File: src/rtl/hazard_forward_unit_if.sv
// Decode-side bus of the hazard/forwarding unit.
// The decoder (master) presents the instruction being decoded and its operand
// reads. It receives the operand/flag forward selects and the stall request.
//   issue_*      : destination/result-source description of the decode instr
//   read_*/use_* : operand registers and whether they are really read
//   uses_flags   : decode instr is a conditional branch
//   flush        : taken branch kills the decode instr
//   fw_a/fw_b    : 0 = register file, k = forward from stage k
//   flag_fw      : 0 = architectural flags, k = flags from stage k
//   stall        : hold PC and IF/ID
//   stall_count  : saturating count of stalled cycles
interface hazard_forward_unit_if #(
   parameter int STG_W = 2
);
   logic             issue_valid;
   logic [4:0]       issue_rd;
   logic             issue_regwrite;
   logic [1:0]       issue_src;
   logic             issue_setflag;
   logic [4:0]       read_a;
   logic [4:0]       read_b;
   logic             use_a;
   logic             use_b;
   logic             uses_flags;
   logic             flush;
   logic [STG_W-1:0] fw_a;
   logic [STG_W-1:0] fw_b;
   logic [STG_W-1:0] flag_fw;
   logic             stall;
   logic [15:0]      stall_count;

   modport master (
      output issue_valid, issue_rd, issue_regwrite, issue_src, issue_setflag,
             read_a, read_b, use_a, use_b, uses_flags, flush,
      input  fw_a, fw_b, flag_fw, stall, stall_count
   );

   modport slave (
      input  issue_valid, issue_rd, issue_regwrite, issue_src, issue_setflag,
             read_a, read_b, use_a, use_b, uses_flags, flush,
      output fw_a, fw_b, flag_fw, stall, stall_count
   );
endinterface

File: src/rtl/hazard_forward_unit.sv
// Hazard detection and forwarding unit for the decode stage.
// Tracks in-flight writers in a shift-register scoreboard (stage 1 = EX,
// increasing toward WB) and derives the nearest-producer forward selects for
// both operands and the flags, plus a stall when the nearest producer of a
// read operand has not yet produced its result (load / multi-cycle MUL).
// Ports:
//   clk   : system clock, all state on rising edge
//   reset : synchronous, active-low
//   bus   : decode-side bus (slave modport), see hazard_forward_unit_if
module hazard_forward_unit #(
   parameter int PIPE_DEPTH = 3,
   parameter int MEM_STAGE  = 2,
   parameter int MUL_STAGE  = 3,
   parameter int STG_W      = $clog2(PIPE_DEPTH + 1)
) (
   input logic                  clk,
   input logic                  reset,
   hazard_forward_unit_if.slave bus
);

   typedef struct packed {
      logic       valid;
      logic [4:0] rd;
      logic       regwrite;
      logic [1:0] src;
      logic       setflag;
   } entry_t;

   entry_t [PIPE_DEPTH:1] sb_q, sb_d;
   logic [15:0]           stall_count_q, stall_count_d;

   logic [STG_W-1:0] fw_a_c, fw_b_c, flag_fw_c;
   logic             rdy_a, rdy_b, stall_c;

   // First stage at which a producer's result exists on a bypass path.
   function automatic logic src_ready(input logic [1:0] src, input int stg);
      logic r;
      case (src)
         2'b11:   r = (stg >= MEM_STAGE);
         2'b10:   r = (stg >= MUL_STAGE);
         default: r = 1'b1;
      endcase
      return r;
   endfunction

   // Scanning from the oldest stage down leaves the nearest match standing.
   always_comb begin
      fw_a_c    = '0;
      fw_b_c    = '0;
      flag_fw_c = '0;
      rdy_a     = 1'b1;
      rdy_b     = 1'b1;
      for (int k = PIPE_DEPTH; k >= 1; k--) begin
         if (sb_q[k].valid && sb_q[k].regwrite && bus.use_a &&
             bus.read_a != 5'd31 && sb_q[k].rd == bus.read_a) begin
            fw_a_c = STG_W'(k);
            rdy_a  = src_ready(sb_q[k].src, k);
         end
         if (sb_q[k].valid && sb_q[k].regwrite && bus.use_b &&
             bus.read_b != 5'd31 && sb_q[k].rd == bus.read_b) begin
            fw_b_c = STG_W'(k);
            rdy_b  = src_ready(sb_q[k].src, k);
         end
         if (bus.uses_flags && sb_q[k].valid && sb_q[k].setflag)
            flag_fw_c = STG_W'(k);
      end
      stall_c = bus.issue_valid && !bus.flush && !(rdy_a && rdy_b);
   end

   always_comb begin
      sb_d[1] = '0;
      if (bus.issue_valid && !stall_c && !bus.flush) begin
         sb_d[1].valid    = 1'b1;
         sb_d[1].rd       = bus.issue_rd;
         sb_d[1].regwrite = bus.issue_regwrite;
         sb_d[1].src      = bus.issue_src;
         sb_d[1].setflag  = bus.issue_setflag;
      end
      for (int k = 2; k <= PIPE_DEPTH; k++)
         sb_d[k] = sb_q[k-1];

      stall_count_d = stall_count_q;
      if (stall_c && stall_count_q != 16'hFFFF)
         stall_count_d = stall_count_q + 16'd1;
   end

   always_ff @(posedge clk) begin
      if (!reset) begin
         sb_q          <= '0;
         stall_count_q <= '0;
      end else begin
         sb_q          <= sb_d;
         stall_count_q <= stall_count_d;
      end
   end

   assign bus.fw_a        = fw_a_c;
   assign bus.fw_b        = fw_b_c;
   assign bus.flag_fw     = flag_fw_c;
   assign bus.stall       = stall_c;
   assign bus.stall_count = stall_count_q;

endmodule

File: src/flat_wrapper.sv
// flat-port wrapper written by rule: the top's interface ports become plain ports
module hazard_forward_unit_flat 
#(
   parameter int PIPE_DEPTH = 3,
   parameter int MEM_STAGE  = 2,
   parameter int MUL_STAGE  = 3,
   parameter int STG_W      = $clog2(PIPE_DEPTH + 1)
)
  (clk, reset, bus_issue_valid, bus_issue_rd, bus_issue_regwrite, bus_issue_src, bus_issue_setflag, bus_read_a, bus_read_b, bus_use_a, bus_use_b, bus_uses_flags, bus_flush, bus_fw_a, bus_fw_b, bus_flag_fw, bus_stall, bus_stall_count);
  hazard_forward_unit_if #(.STG_W(STG_W)) bus_i ();
  input logic clk;
  input logic reset;
  input wire logic [$bits(bus_i.issue_valid)-1:0] bus_issue_valid;
  input wire logic [$bits(bus_i.issue_rd)-1:0] bus_issue_rd;
  input wire logic [$bits(bus_i.issue_regwrite)-1:0] bus_issue_regwrite;
  input wire logic [$bits(bus_i.issue_src)-1:0] bus_issue_src;
  input wire logic [$bits(bus_i.issue_setflag)-1:0] bus_issue_setflag;
  input wire logic [$bits(bus_i.read_a)-1:0] bus_read_a;
  input wire logic [$bits(bus_i.read_b)-1:0] bus_read_b;
  input wire logic [$bits(bus_i.use_a)-1:0] bus_use_a;
  input wire logic [$bits(bus_i.use_b)-1:0] bus_use_b;
  input wire logic [$bits(bus_i.uses_flags)-1:0] bus_uses_flags;
  input wire logic [$bits(bus_i.flush)-1:0] bus_flush;
  output wire logic [$bits(bus_i.fw_a)-1:0] bus_fw_a;
  output wire logic [$bits(bus_i.fw_b)-1:0] bus_fw_b;
  output wire logic [$bits(bus_i.flag_fw)-1:0] bus_flag_fw;
  output wire logic [$bits(bus_i.stall)-1:0] bus_stall;
  output wire logic [$bits(bus_i.stall_count)-1:0] bus_stall_count;
  assign bus_i.issue_valid = bus_issue_valid;
  assign bus_i.issue_rd = bus_issue_rd;
  assign bus_i.issue_regwrite = bus_issue_regwrite;
  assign bus_i.issue_src = bus_issue_src;
  assign bus_i.issue_setflag = bus_issue_setflag;
  assign bus_i.read_a = bus_read_a;
  assign bus_i.read_b = bus_read_b;
  assign bus_i.use_a = bus_use_a;
  assign bus_i.use_b = bus_use_b;
  assign bus_i.uses_flags = bus_uses_flags;
  assign bus_i.flush = bus_flush;
  assign bus_fw_a = bus_i.fw_a;
  assign bus_fw_b = bus_i.fw_b;
  assign bus_flag_fw = bus_i.flag_fw;
  assign bus_stall = bus_i.stall;
  assign bus_stall_count = bus_i.stall_count;
  hazard_forward_unit #(.PIPE_DEPTH(PIPE_DEPTH), .MEM_STAGE(MEM_STAGE), .MUL_STAGE(MUL_STAGE), .STG_W(STG_W)) u_core (.clk(clk), .reset(reset), .bus(bus_i));
endmodule
File: config.mk
export PLATFORM = sky130hd
export DESIGN_NAME = hazard_forward_unit_flat
export DESIGN_NICKNAME = d
export VERILOG_FILES = /design/src/rtl/hazard_forward_unit_if.sv /design/src/rtl/hazard_forward_unit.sv /design/src/flat_wrapper.sv
export SDC_FILE = /design/constraint.sdc
export NUM_CORES = 1
export LEC_CHECK = 0
export CAP_MARGIN = 25
export CORE_ASPECT_RATIO = 2
export CORE_UTILIZATION = 50
export CTS_BUF_LIST = sky130_fd_sc_hd__clkbuf_16
export CTS_CLUSTER_SIZE = 10
export DETAILED_ROUTE_END_ITERATION = 8
export PLACE_DENSITY = 0.79
export REMOVE_ABC_BUFFERS = 1
export SLEW_MARGIN = 20
export SYNTH_ARGS = -nofsm -noshare
export SYNTH_HDL_FRONTEND = slang
export SYNTH_SLANG_ARGS = --single-unit
export TNS_END_PERCENT = 20
File: constraint.sdc
create_clock -name clk -period 5.5 [get_ports clk]
set_clock_uncertainty 0.05 [all_clocks]
set_input_delay 0.825 -clock clk [delete_from_list [all_inputs] [get_ports clk]]
set_output_delay 0.825 -clock clk [all_outputs]
set_load 0.05 [all_outputs]
## Yosys cells after proc, flatten, opt, wreduce, memory -nomap -nowiden

Cells that the tools add are included.

| storage, ports and cells | value |
|---|---|
| register bits after elaboration | 44 |
| latch bits | 0 |
| RAM bits | 0 |
| bits in read-only memories | 0 |
| word-level logic and storage cells | 82 |
| memories | 0 |

| cells by class | value |
|---|---|
| $add $sub $neg | 1 |
| multiply operators | 0 |
| divide/modulo/power cells | 0 |
| magnitude comparators | 0 |
| equal/unequal tests | 12 |
| shifts and indexed selects | 0 |
| multiplexer cells | 16 |
| bitwise logic cells | 0 |
| reduce and logical (&&, ||, !) cells | 38 |

Operators with widths:

| cell | number |
|---|---|
| $logic_and 1x1->1 | 33 |
| $eq 5x5->1 | 6 |
| $mux 2 | 9 |
| $add 16x1->16 const B | 1 |
| $ne 16x16->1 const B | 1 |
| $mux 10 | 1 |
| $ne 5x5->1 const B | 2 |
| $eq 2x2->1 const B | 3 |
| $mux 1 | 6 |
| $logic_not 1->1 | 3 |
| $reduce_and 2->1 | 1 |
| $reduce_or 2->1 | 1 |

## Longest topological paths before layout

Gate-level depths: netlist of the first run.

| logic depth | value |
|---|---|
| depth after elaboration | 13 |
| gate-level depth with buffers | 10 |
| mapped depth without buffers | 7 |

## Least setup slack after synthesis of the first run

No wires, ideal clock.

| timing | value |
|---|---|
| path kind | input port to output port |
| start | in bus_read_b[0] |
| end | out bus_stall |
| data arrival time | 2510 ps |
| setup slack | 2115 ps |
| stages | 6 |
| buffers on the path | 0 |
| cells stage by stage | xnor2_1 -> nand4_1 -> or3_4 -> o22ai_2 -> a31oi_1 -> nor2_1 |

| on the way | value |
|---|---|
| word-level cells in the longest chain between the ends | 8 |

RTL lines:

| element | RTL line | text |
|---|---|---|
| from (decl) | flat_wrapper.sv:19 | `input wire logic [$bits(bus_i.read_b)-1:0] bus_read_b;` |
| $ne 5x5->1 | hazard_forward_unit.sv:60 | `bus.read_b != 5'd31 && sb_q[k].rd == bus.read_b) begin` |
| $logic_and 1x1->1 | hazard_forward_unit.sv:59 | `if (sb_q[k].valid && sb_q[k].regwrite && bus.use_b &&` |
| $logic_and 1x1->1 | hazard_forward_unit.sv:60 |  |
| $mux 1 | hazard_forward_unit.sv:59 |  |
| $mux 1 (*) | hazard_forward_unit.sv:59 |  |
| $logic_and 1x1->1 (*) | hazard_forward_unit.sv:67 | `stall_c = bus.issue_valid && !bus.flush && !(rdy_a && rdy_b);` |
| $logic_not 1->1 (*) | hazard_forward_unit.sv:67 |  |
| $logic_and 1x1->1 (*) | hazard_forward_unit.sv:67 |  |
| to (decl) | flat_wrapper.sv:27 | `output wire logic [$bits(bus_i.stall)-1:0] bus_stall;` |

Mark *: on every way between the ends. The rest lies on a longest branch, timed or not.

## Final worst setup path of the first run

| timing | value |
|---|---|
| start | in bus_read_a[2] |
| end | out bus_stall |

| on the way | value |
|---|---|
| word-level cells in the longest chain between the ends | 8 |

RTL lines:

| element | RTL line | text |
|---|---|---|
| from (decl) | flat_wrapper.sv:18 | `input wire logic [$bits(bus_i.read_a)-1:0] bus_read_a;` |
| $ne 5x5->1 | hazard_forward_unit.sv:55 | `bus.read_a != 5'd31 && sb_q[k].rd == bus.read_a) begin` |
| $logic_and 1x1->1 | hazard_forward_unit.sv:54 | `if (sb_q[k].valid && sb_q[k].regwrite && bus.use_a &&` |
| $logic_and 1x1->1 | hazard_forward_unit.sv:55 |  |
| $mux 1 | hazard_forward_unit.sv:54 |  |
| $mux 1 (*) | hazard_forward_unit.sv:54 |  |
| $logic_and 1x1->1 (*) | hazard_forward_unit.sv:67 |  |
| $logic_not 1->1 (*) | hazard_forward_unit.sv:67 |  |
| $logic_and 1x1->1 (*) | hazard_forward_unit.sv:67 |  |

Marks and branches as above.

==> impl_metrics.py, run 1 <==
metrics = {
    "synth": {
        "seq_area_frac_synth": 0.4117,
        "synth_edf_count": 0,
        "ys_types": 42,
        "synth_area_per_cell_um2": 9.343,
        "yosysWarnings": 0,
        "synth.largest_area_cell": "dfxtp_1",
        "synth_cells": 229,
        "synth_area_leaders": "dfxtp_1 41%, xnor2_1 11%, and2_1 8.2%",
        "synthTopCellsByCount": "44 x dfxtp_1, 28 x and2_1, 28 x xnor2_1",
        "async_flop_share": 0,
        "synthesis.area_um2": 2140,
        "yosysMostFrequentCell": "dfxtp_1",
        "synth_top_area_share": 0.4117,
        "ys_ff_latch": 44,
        "synthFlopType": "dfxtp_1",
    },
    "sta": {
        "period_needed_ps": 4415,
        "slew_headroom": 0.5425,
        "finalHoldViolCount": 0,
        "slew_violations": 0,
        "max_clock_freq_mhz": 226.5,
        "timing.final.crit_share": 0.8027,
        "tns_ps": 0,
        "whs_ps": 379.6,
        "tightestPinTransition_ps": 686.2,
        "fin_ws_ps": 1085,
        "setup_viol": 0,
        "rsz0062_at_grt": "no",
    },
    "grt": {
        "grt_pass1_vias": 1653,
        "overflow": 0,
        "grt_max_degree": 35,
        "grt_pass1_wl_um": 7265,
        "track_usage": 0.2248,
        "grt_antenna_before_repair": 0,
    },
    "worst_hold_path": {
        "hold_path.class": "reg -> reg",
    },
    "floorplan": {
        "initial_core_util": 0.5234,
        "row_count": 33,
        "die_height_um": 94.51,
        "die_x_um": 48.26,
        "die-area_um2": 4561,
        "core_um2": 4088,
        "ioPinCount": 49,
    },
    "power": {
        "finalPower_mw": 0.7191,
        "p_per_area_nw_per_um2": 255.7,
        "leakagePower_nw": 0.9653,
        "max-vdd-ir-drop_v": 0.0002334,
    },
    "layout": {
        "drive_gt1_frac": 0.06475,
        "fin_nets": 304,
        "diodes": 0,
        "fin_area_um2": 2813,
        "final-instance-count-excl-fill": 330,
        "area_delta_synth_final_pct": 31.46,
        "final_util": 0.6881,
        "nFillCells": 334,
    },
    "critical_path": {
        "crit_path_end_kind": "output port",
        "required_ps": 4620,
        "crit_fanout": 6,
        "cp.arrival_ps": 3540,
        "worstSetupPathType": "in -> out",
        "start_kind": "input pin",
    },
    "place": {
        "dp.cells": 322,
        "gp_congestion": 0.8055,
        "placed_area_um2": 2641,
        "dp_hpwl_um": 3544,
        "dp_slack_ps": 1117,
        "port_buffers": 48,
    },
    "drt": {
        "routed-via-count": 1822,
        "dr.pass1.iters": 4,
        "drtAntennaViolNets": 0,
        "highest_layer": "met4",
        "viasPerCell": 5.521,
        "drt-total-wl_um": 4704,
        "wl_met2_um": 2625,
        "route.met3.wl_um": 186,
        "drt_iter0_drc": 26,
        "wl_met1_um": 1799,
        "drt-wirelength-per-cell_um": 14.25,
        "drc": 0,
    },
    "cts": {
        "cts_buffers": 5,
        "insertion_delay_ps": 280,
        "h-tree-depth": 2,
        "post_cts_buffers": 0,
        "ctsResizeCount": 0,
        "clockBufferDepth": 2,
        "postCtsHoldBufs": 0,
        "clk_pin_slew_worst_paths_ps": 60,
        "cts.sinks": 44,
        "cts_root_buf": "clkbuf_16",
        "cts_tree": "yes",
    },
    "job": {
        "max_cap_viol_count": 0,
    },
    "outcome": {
        "status": "complete, no violations",
    },
}
[kinds of logic after synthesis]
kind of cell	count (synthesis)	share of synthesized area
compound gates	35	0.1205
xor+xnor	31	0.1269
fa+ha+maj	1	0.005847
buf+inv	13	0.03275
flops	44	0.4117
mux	3	0.01404
simple gates	102	0.2883
[path summary, 6_finish.rpt]
kind | from | endpoint | slack, ps | cells past startpoint
max | bus_read_a[2] | bus_stall | 1080 | 8
min reg2reg | u_core.sb_d[11] | u_core.sb_d[21] | 380 | 1
max reg2reg | u_core.bus.stall_count[2] | u_core.bus.stall_count[1] | 2950 | 7
min | u_core.sb_d[11] | u_core.sb_d[21] | 380 | 1
[cells in the final DEF (no fill, tap or decap), types with 3 or more instances in the layout]
cell type and count:
clkbuf_16 5, nor2_1 5, inv_1 5, mux2i_1 3, dfxtp_1 44, xnor2_1 28
clkdlybuf4s50_1 48, nand4_1 11, a21oi_1 9, nand2_1 12, and2_1 28, nand3_1 14
nand2b_1 7, o31ai_1 4, o21a_1 3, or4_1 4, nor4_1 3, or3_1 5
o21ai_1 6, xor2_1 3
[state kept, by name, indices dropped and copies added, names as in the netlist]
signal / flops
u_core.sb_d: 20
u_core.bus.stall_count: 16
u_core.sb_q: 8
[layer usage]
| layer | up-vias | global-route usage |
|---|---|---|
| met4 | 0 | 0.1019 |
| met3 | 8 | 0.04398 |
| met1 | 856 | 0.2088 |
| met5 | - | 0 |
| met2 | 46 | 0.4211 |
| li1 | 912 | - |
[area by class of cell]
class / instances / area, um^2 / share of cell area
inverter: 5 / 18.77 / 0.006673
timing repair buffer: 49 / 488.0 / 0.1735
tap: 52 / 65.06 / 0.02313
clock buffer: 5 / 125.1 / 0.04448
sequential: 44 / 880.8 / 0.3132
multi-input combinational: 172 / 1189 / 0.4226
clock inverter: 3 / 46.29 / 0.01646
[report_power, final]
part	switching (mW)	total, mW	internal (mW)
sequential	0.00322	0.326	0.323
clock	0.126	0.342	0.216
combinational	0.0217	0.0512	0.0294
total	0.151	0.719	0.568
[worst max-delay path, stage by stage]
cell and delay [ps]:
clkdlybuf4s50_1 610, xnor2_1 150, nand4_1 130, or3_1 420, o22ai_2 190, a31oi_1 230, nor2_1 180, clkdlybuf4s50_1 810
Power figures use the tool's default switching activity.
==> inputs of run 2 (changes only) <==
--- a/config.mk
+++ b/config.mk
@@ -7,11 +7,11 @@
 export LEC_CHECK = 0
 export CAP_MARGIN = 25
 export CORE_ASPECT_RATIO = 2
-export CORE_UTILIZATION = 50
+export CORE_UTILIZATION = 45
 export CTS_BUF_LIST = sky130_fd_sc_hd__clkbuf_16
 export CTS_CLUSTER_SIZE = 10
 export DETAILED_ROUTE_END_ITERATION = 8
-export PLACE_DENSITY = 0.79
+export PLACE_DENSITY = 0.75
 export REMOVE_ABC_BUFFERS = 1
 export SLEW_MARGIN = 20
 export SYNTH_ARGS = -nofsm -noshare
==> constraint.sdc (replaced) <==
create_clock -name clk -period 3.8 [get_ports clk]
set_clock_uncertainty 0.05 [all_clocks]
set_input_delay 0.57 -clock clk [delete_from_list [all_inputs] [get_ports clk]]
set_output_delay 0.57 -clock clk [all_outputs]
set_load 0.05 [all_outputs]
==> run 2 against run 1 <==
Against the previous run:
- register-to-register slack lost 1700 ps
- worst setup slack lost 640 ps
- cell area is the same
- clock power grew 39%
- global-route usage shrank 2.1 points
- utilization shrank 7.6 points
- sequential share of layout area is the same
- sequential power grew 45%
- first-iteration DRC count grew 12%
- largest power group unchanged
==> impl_metrics.py, run 2 (synthesis gave the netlist of run 1 again) <==
metrics = {
    "grt": {
        "grt_pass1_vias": 1775,
        "grt_antenna_before_repair": 0,
        "grt_max_degree": 25,
        "track_usage": 0.2040,
        "overflow": 0,
        "grt_pass1_wl_um": 7707,
    },
    "layout": {
        "area_delta_synth_final_pct": 31.46,
        "fin_nets": 304,
        "final_common_cell": "dfxtp_1",
        "drive_gt1_frac": 0.07914,
        "diodes": 0,
        "final-instance-count-excl-fill": 333,
        "ff_latch_area_um2": 880.8,
        "most-common-layout-cells": "44 x dfxtp_1, 43 x clkdlybuf4s50_1, 28 x xnor2_1, 28 x and2_1, 14 x nand3_1",
        "nFillCells": 423,
        "largest_reg_flops": 20,
        "multi_input_area_um2": 1189,
    },
    "drt": {
        "routed-via-count": 1830,
        "drc": 0,
        "drt-total-wl_um": 4798,
        "dr.pass1.iters": 5,
        "drt_iter0_drc": 29,
        "viasPerCell": 5.495,
        "drt-wirelength-per-cell_um": 14.41,
        "drtAntennaViolNets": 0,
    },
    "place": {
        "dp.cells": 325,
        "port_buffers": 48,
        "dp_slack_ps": 469.6,
        "dp_hpwl_um": 3729,
        "gp_congestion": 0.8121,
    },
    "sta": {
        "slew_headroom": 0.5261,
        "whs_ps": 388.2,
        "rsz0062_at_grt": "no",
        "finalHoldViolCount": 0,
        "timing.final.crit_share": 0.8842,
        "setup_viol": 0,
        "fin_ws_ps": 440.1,
        "slew_violations": 0,
        "period_needed_ps": 3360,
        "max_clock_freq_mhz": 297.6,
        "tns_ps": 0,
        "tightestPinTransition_ps": 710.8,
    },
    "floorplan": {
        "die_height_um": 99.52,
        "die_x_um": 50.76,
        "row_count": 35,
        "die-area_um2": 5051,
        "ioPinCount": 49,
        "core_um2": 4598,
        "initial_core_util": 0.4653,
    },
    "job": {
        "max_cap_viol_count": 0,
    },
    "power": {
        "max-vdd-ir-drop_v": 0.0003985,
        "seqPwrFrac": 0.461,
        "finalPower_mw": 1.024,
        "leakagePower_nw": 0.9793,
        "p_switching_mw": 0.2054,
        "swShare": 0.2006,
        "p_int_mw": 0.8182,
        "comb_power_share": 0.073,
        "p_clk_frac": 0.466,
        "p_per_area_nw_per_um2": 363.9,
    },
    "critical_path": {
        "start_kind": "input pin",
        "cp.arrival_ps": 2740,
        "crit_fanout": 6,
        "required_ps": 3180,
        "worstSetupPathType": "in -> out",
        "crit_path_end_kind": "output port",
        "r2r_setup_slack_ps": 1230,
        "reg2reg_depth": 7,
    },
    "cts": {
        "ctsResizeCount": 0,
        "cts.sinks": 44,
        "cts_tree": "yes",
        "h-tree-depth": 2,
        "clk_pin_slew_worst_paths_ps": 60,
        "clockBufferDepth": 2,
        "cts_buffers": 5,
        "post_cts_buffers": 0,
        "insertion_delay_ps": 280,
        "cts_root_buf": "clkbuf_16",
        "postCtsHoldBufs": 0,
    },
    "worst_hold_path": {
        "holdPathStages": 1,
        "hold_path.class": "reg -> reg",
    },
    "outcome": {
        "status": "complete, no violations",
    },
}
## run 2: changes by cell type in the layout (fill, tap and decap cells not counted), sizes merged
cell and change:
buf +5, clkdlybuf4s50 -5, clkinv +2, clkinvlp -1, inv -1
## run 2: final timing paths
check / from / endpoint
worst max-delay path: bus_read_b[3] / bus_stall
worst min-delay path: u_core.sb_d[11] / u_core.sb_d[21]
worst min register to register: u_core.sb_d[11] / u_core.sb_d[21]
worst max register to register: u_core.bus.stall_count[2] / u_core.bus.stall_count[1]
## run 2: critical path, stage by stage
cell             delay [ps]
clkdlybuf4s50_1         510
xnor2_1                 260
nand4_1                 120
or3_4                   400
o22ai_2                 220
a31oi_1                 220
nor2_1                  260
buf_12                  170
## run 2: area by class of cell
class                      instances  area share
multi-input combinational        172      0.4226
sequential                        44      0.3132
timing repair buffer              49      0.1735
clock buffer                       5     0.04448
tap                               55     0.02447
clock inverter                     3     0.01512
inverter                           5    0.006673
## run 2: per-stage QoR
step | area, um^2 | utilization
floorplan | 2088 | -
global placement | 2645 | 0.5752
detailed placement | 2645 | 0.5752
CTS | 2813 | 0.6117
global route | 2813 | 0.6117
finish | 2813 | 0.6117
## run 2: power groups by stage
| stage | Combinational, mW | Sequential (mW) | Clock, mW |
|---|---|---|---|
| 2_1_floorplan | 0.0306 | 0.481 | 0 |
| 3_3_place_gp | 0.0742 | 0.482 | 0 |
| 3_5_place_dp | 0.0750 | 0.482 | 0 |
| 4_1_cts | 0.0757 | 0.472 | 0.491 |
| 5_1_grt | 0.0813 | 0.472 | 0.510 |
| 6_report | 0.0744 | 0.472 | 0.477 |
## run 2: layer usage
| layer | vias to the layer above | wire length (um) | track usage |
|---|---|---|---|
| met4 | 0 | 131 | 0.09615 |
| met3 | 12 | 183 | 0.03517 |
| met1 | 856 | 1736 | 0.1849 |
| met5 | - | 0 | 0 |
| met2 | 48 | 2746 | 0.4082 |
| li1 | 914 | - | - |
==> inputs of run 3 (changes only) <==
--- a/config.mk
+++ b/config.mk
@@ -11,8 +11,9 @@
 export CTS_BUF_LIST = sky130_fd_sc_hd__clkbuf_16
 export CTS_CLUSTER_SIZE = 10
 export DETAILED_ROUTE_END_ITERATION = 8
-export PLACE_DENSITY = 0.75
+export PLACE_DENSITY = 0.76
 export REMOVE_ABC_BUFFERS = 1
+export SKIP_LAST_GASP = 1
 export SLEW_MARGIN = 20
 export SYNTH_ARGS = -nofsm -noshare
 export SYNTH_HDL_FRONTEND = slang
==> run 3 against run 2 <==
Against the previous run:
- via count is 3.1% lower
- combinational power hardly changed
- largest cell class unchanged
- critical path depth stayed put
- largest power group unchanged
- hold slack worse by 8.4 ps
==> impl_metrics.py, run 3 (synthesis gave the netlist of run 1 again) <==
metrics = {
    "worst_hold_path": {
        "hold_path.class": "reg -> reg",
    },
    "cts": {
        "cts_buffers": 5,
        "h-tree-depth": 2,
        "insertion_delay_ps": 280,
        "post_cts_buffers": 0,
        "cts.sinks": 44,
        "cts_root_buf": "clkbuf_16",
        "cts_tree": "yes",
        "postCtsHoldBufs": 0,
        "ctsResizeCount": 0,
        "clockBufferDepth": 2,
        "clk_pin_slew_worst_paths_ps": 60,
    },
    "layout": {
        "fin_nets": 304,
        "final_common_cell": "dfxtp_1",
        "area_delta_synth_final_pct": 31.64,
        "most-common-layout-cells": "44 x dfxtp_1, 43 x clkdlybuf4s50_1, 28 x xnor2_1, 28 x and2_1, 14 x nand3_1",
        "diodes": 0,
        "nFillCells": 414,
        "drive_gt1_frac": 0.08273,
        "largest_reg_flops": 20,
    },
    "floorplan": {
        "initial_core_util": 0.4653,
        "die_height_um": 99.52,
        "ioPinCount": 49,
        "die-area_um2": 5051,
        "core_um2": 4598,
        "row_count": 35,
        "die_x_um": 50.76,
    },
    "critical_path": {
        "rr_endpoint": "u_core.bus.stall_count[1]",
        "crit_path_end_kind": "output port",
        "critPathLaunch": "bus_read_a[2]",
        "cp.arrival_ps": 2790,
        "timing.rr.start": "u_core.bus.stall_count[2]",
        "r2r_setup_slack_ps": 1210,
        "start_kind": "input pin",
        "worstSetupPathType": "in -> out",
        "critPathCapture": "bus_stall",
        "required_ps": 3180,
        "crit_fanout": 6,
        "reg2reg_depth": 7,
    },
    "job": {
        "max_cap_viol_count": 0,
    },
    "sta": {
        "slew_violations": 0,
        "tightestPinTransition_ps": 737.9,
        "slew_headroom": 0.5065,
        "tns_ps": 0,
        "fin_ws_ps": 388.9,
        "max_clock_freq_mhz": 293.2,
        "setup_viol": 0,
        "timing.final.crit_share": 0.8977,
        "finalHoldViolCount": 0,
        "period_needed_ps": 3411,
        "rsz0062_at_grt": "no",
    },
    "grt": {
        "grt_max_degree": 25,
        "track_usage": 0.2066,
        "grt_antenna_before_repair": 0,
        "grt_pass1_vias": 1754,
        "grt_pass1_wl_um": 7879,
        "overflow": 0,
    },
    "place": {
        "port_buffers": 48,
        "dp_hpwl_um": 3634,
        "gp_congestion": 0.8193,
        "dp_slack_ps": 453.0,
    },
    "outcome": {
        "status": "complete, no violations",
    },
    "power": {
        "leakagePower_nw": 0.9783,
        "finalPower_mw": 1.031,
        "p_per_area_nw_per_um2": 366.0,
        "max-vdd-ir-drop_v": 0.0003202,
    },
    "drt": {
        "drc": 0,
        "drt_iter0_drc": 24,
        "routed-via-count": 1773,
        "dr.pass1.iters": 4,
        "drt-total-wl_um": 4743,
        "viasPerCell": 5.324,
        "drt-wirelength-per-cell_um": 14.24,
        "drtAntennaViolNets": 0,
    },
}
[run 3: cell types whose count changed in the layout (fill, tap and decap cells not counted)]
| cell | previous run | this run |
|---|---|---|
| clkinv_1 | 1 | 0 |
| inv_6 | 0 | 1 |
| clkinvlp_4 | 0 | 1 |
| clkinv_4 | 1 | 0 |
[run 3: worst min-delay path by stage]
stage / end / startpoint / cells past startpoint
floorplan: u_core.sb_d[21] / u_core.sb_d[11] / 1
global placement: u_core.sb_d[21] / u_core.sb_d[11] / 1
detailed placement: u_core.sb_d[21] / u_core.sb_d[11] / 1
CTS: u_core.sb_d[21] / u_core.sb_d[11] / 1
global route: u_core.sb_d[21] / u_core.sb_d[11] / 1
finish: u_core.sb_d[21] / u_core.sb_d[11] / 1
[run 3: critical path, cell delays in order]
cell and delay, ps:
clkdlybuf4s50_1 600, xnor2_1 170, nand4_1 170, nor3_2 310, o22ai_2 170, a31oi_1 450
nor2_1 160, buf_12 180
[run 3: final cells by class]
| type | instances | area [um^2] | share of cell area |
|---|---|---|---|
| Clock inverter | 3 | 46.29 | 0.01644 |
| Sequential cell | 44 | 880.8 | 0.3128 |
| Multi-Input combinational cell | 172 | 1189 | 0.4220 |
| Tap cell | 55 | 68.82 | 0.02443 |
| Clock buffer | 5 | 125.1 | 0.04442 |
| Inverter | 5 | 18.77 | 0.006664 |
| Timing Repair Buffer | 49 | 488.0 | 0.1733 |
[run 3: where the power goes]
part           switching, mW  internal (mW)  total (mW)
registers            0.00483          0.467       0.472
clock network          0.173          0.312       0.485
logic                 0.0318         0.0426      0.0744
total                  0.209          0.822        1.03
[run 3: through the flow]
step	hold WS, ps	instances	utilization	area [um^2]
final	379.8	333	0.6125	2816
after global routing	399.9	333	0.6125	2816
after CTS	387.0	333	0.6125	2816
after detailed placement	370.2	325	0.5752	2645
after global placement	379.1	325	0.5752	2645
after floorplan	355.7	221	-	2088
[run 3: per-layer routing]
layer / vias to the layer above / track usage / routed length (um)
li1: 911 / - / -
met1: 811 / 0.1931 / 1745
met2: 40 / 0.4154 / 2730
met3: 11 / 0.02599 / 136
met4: 0 / 0.09402 / 130
met5: - / 0 / 0
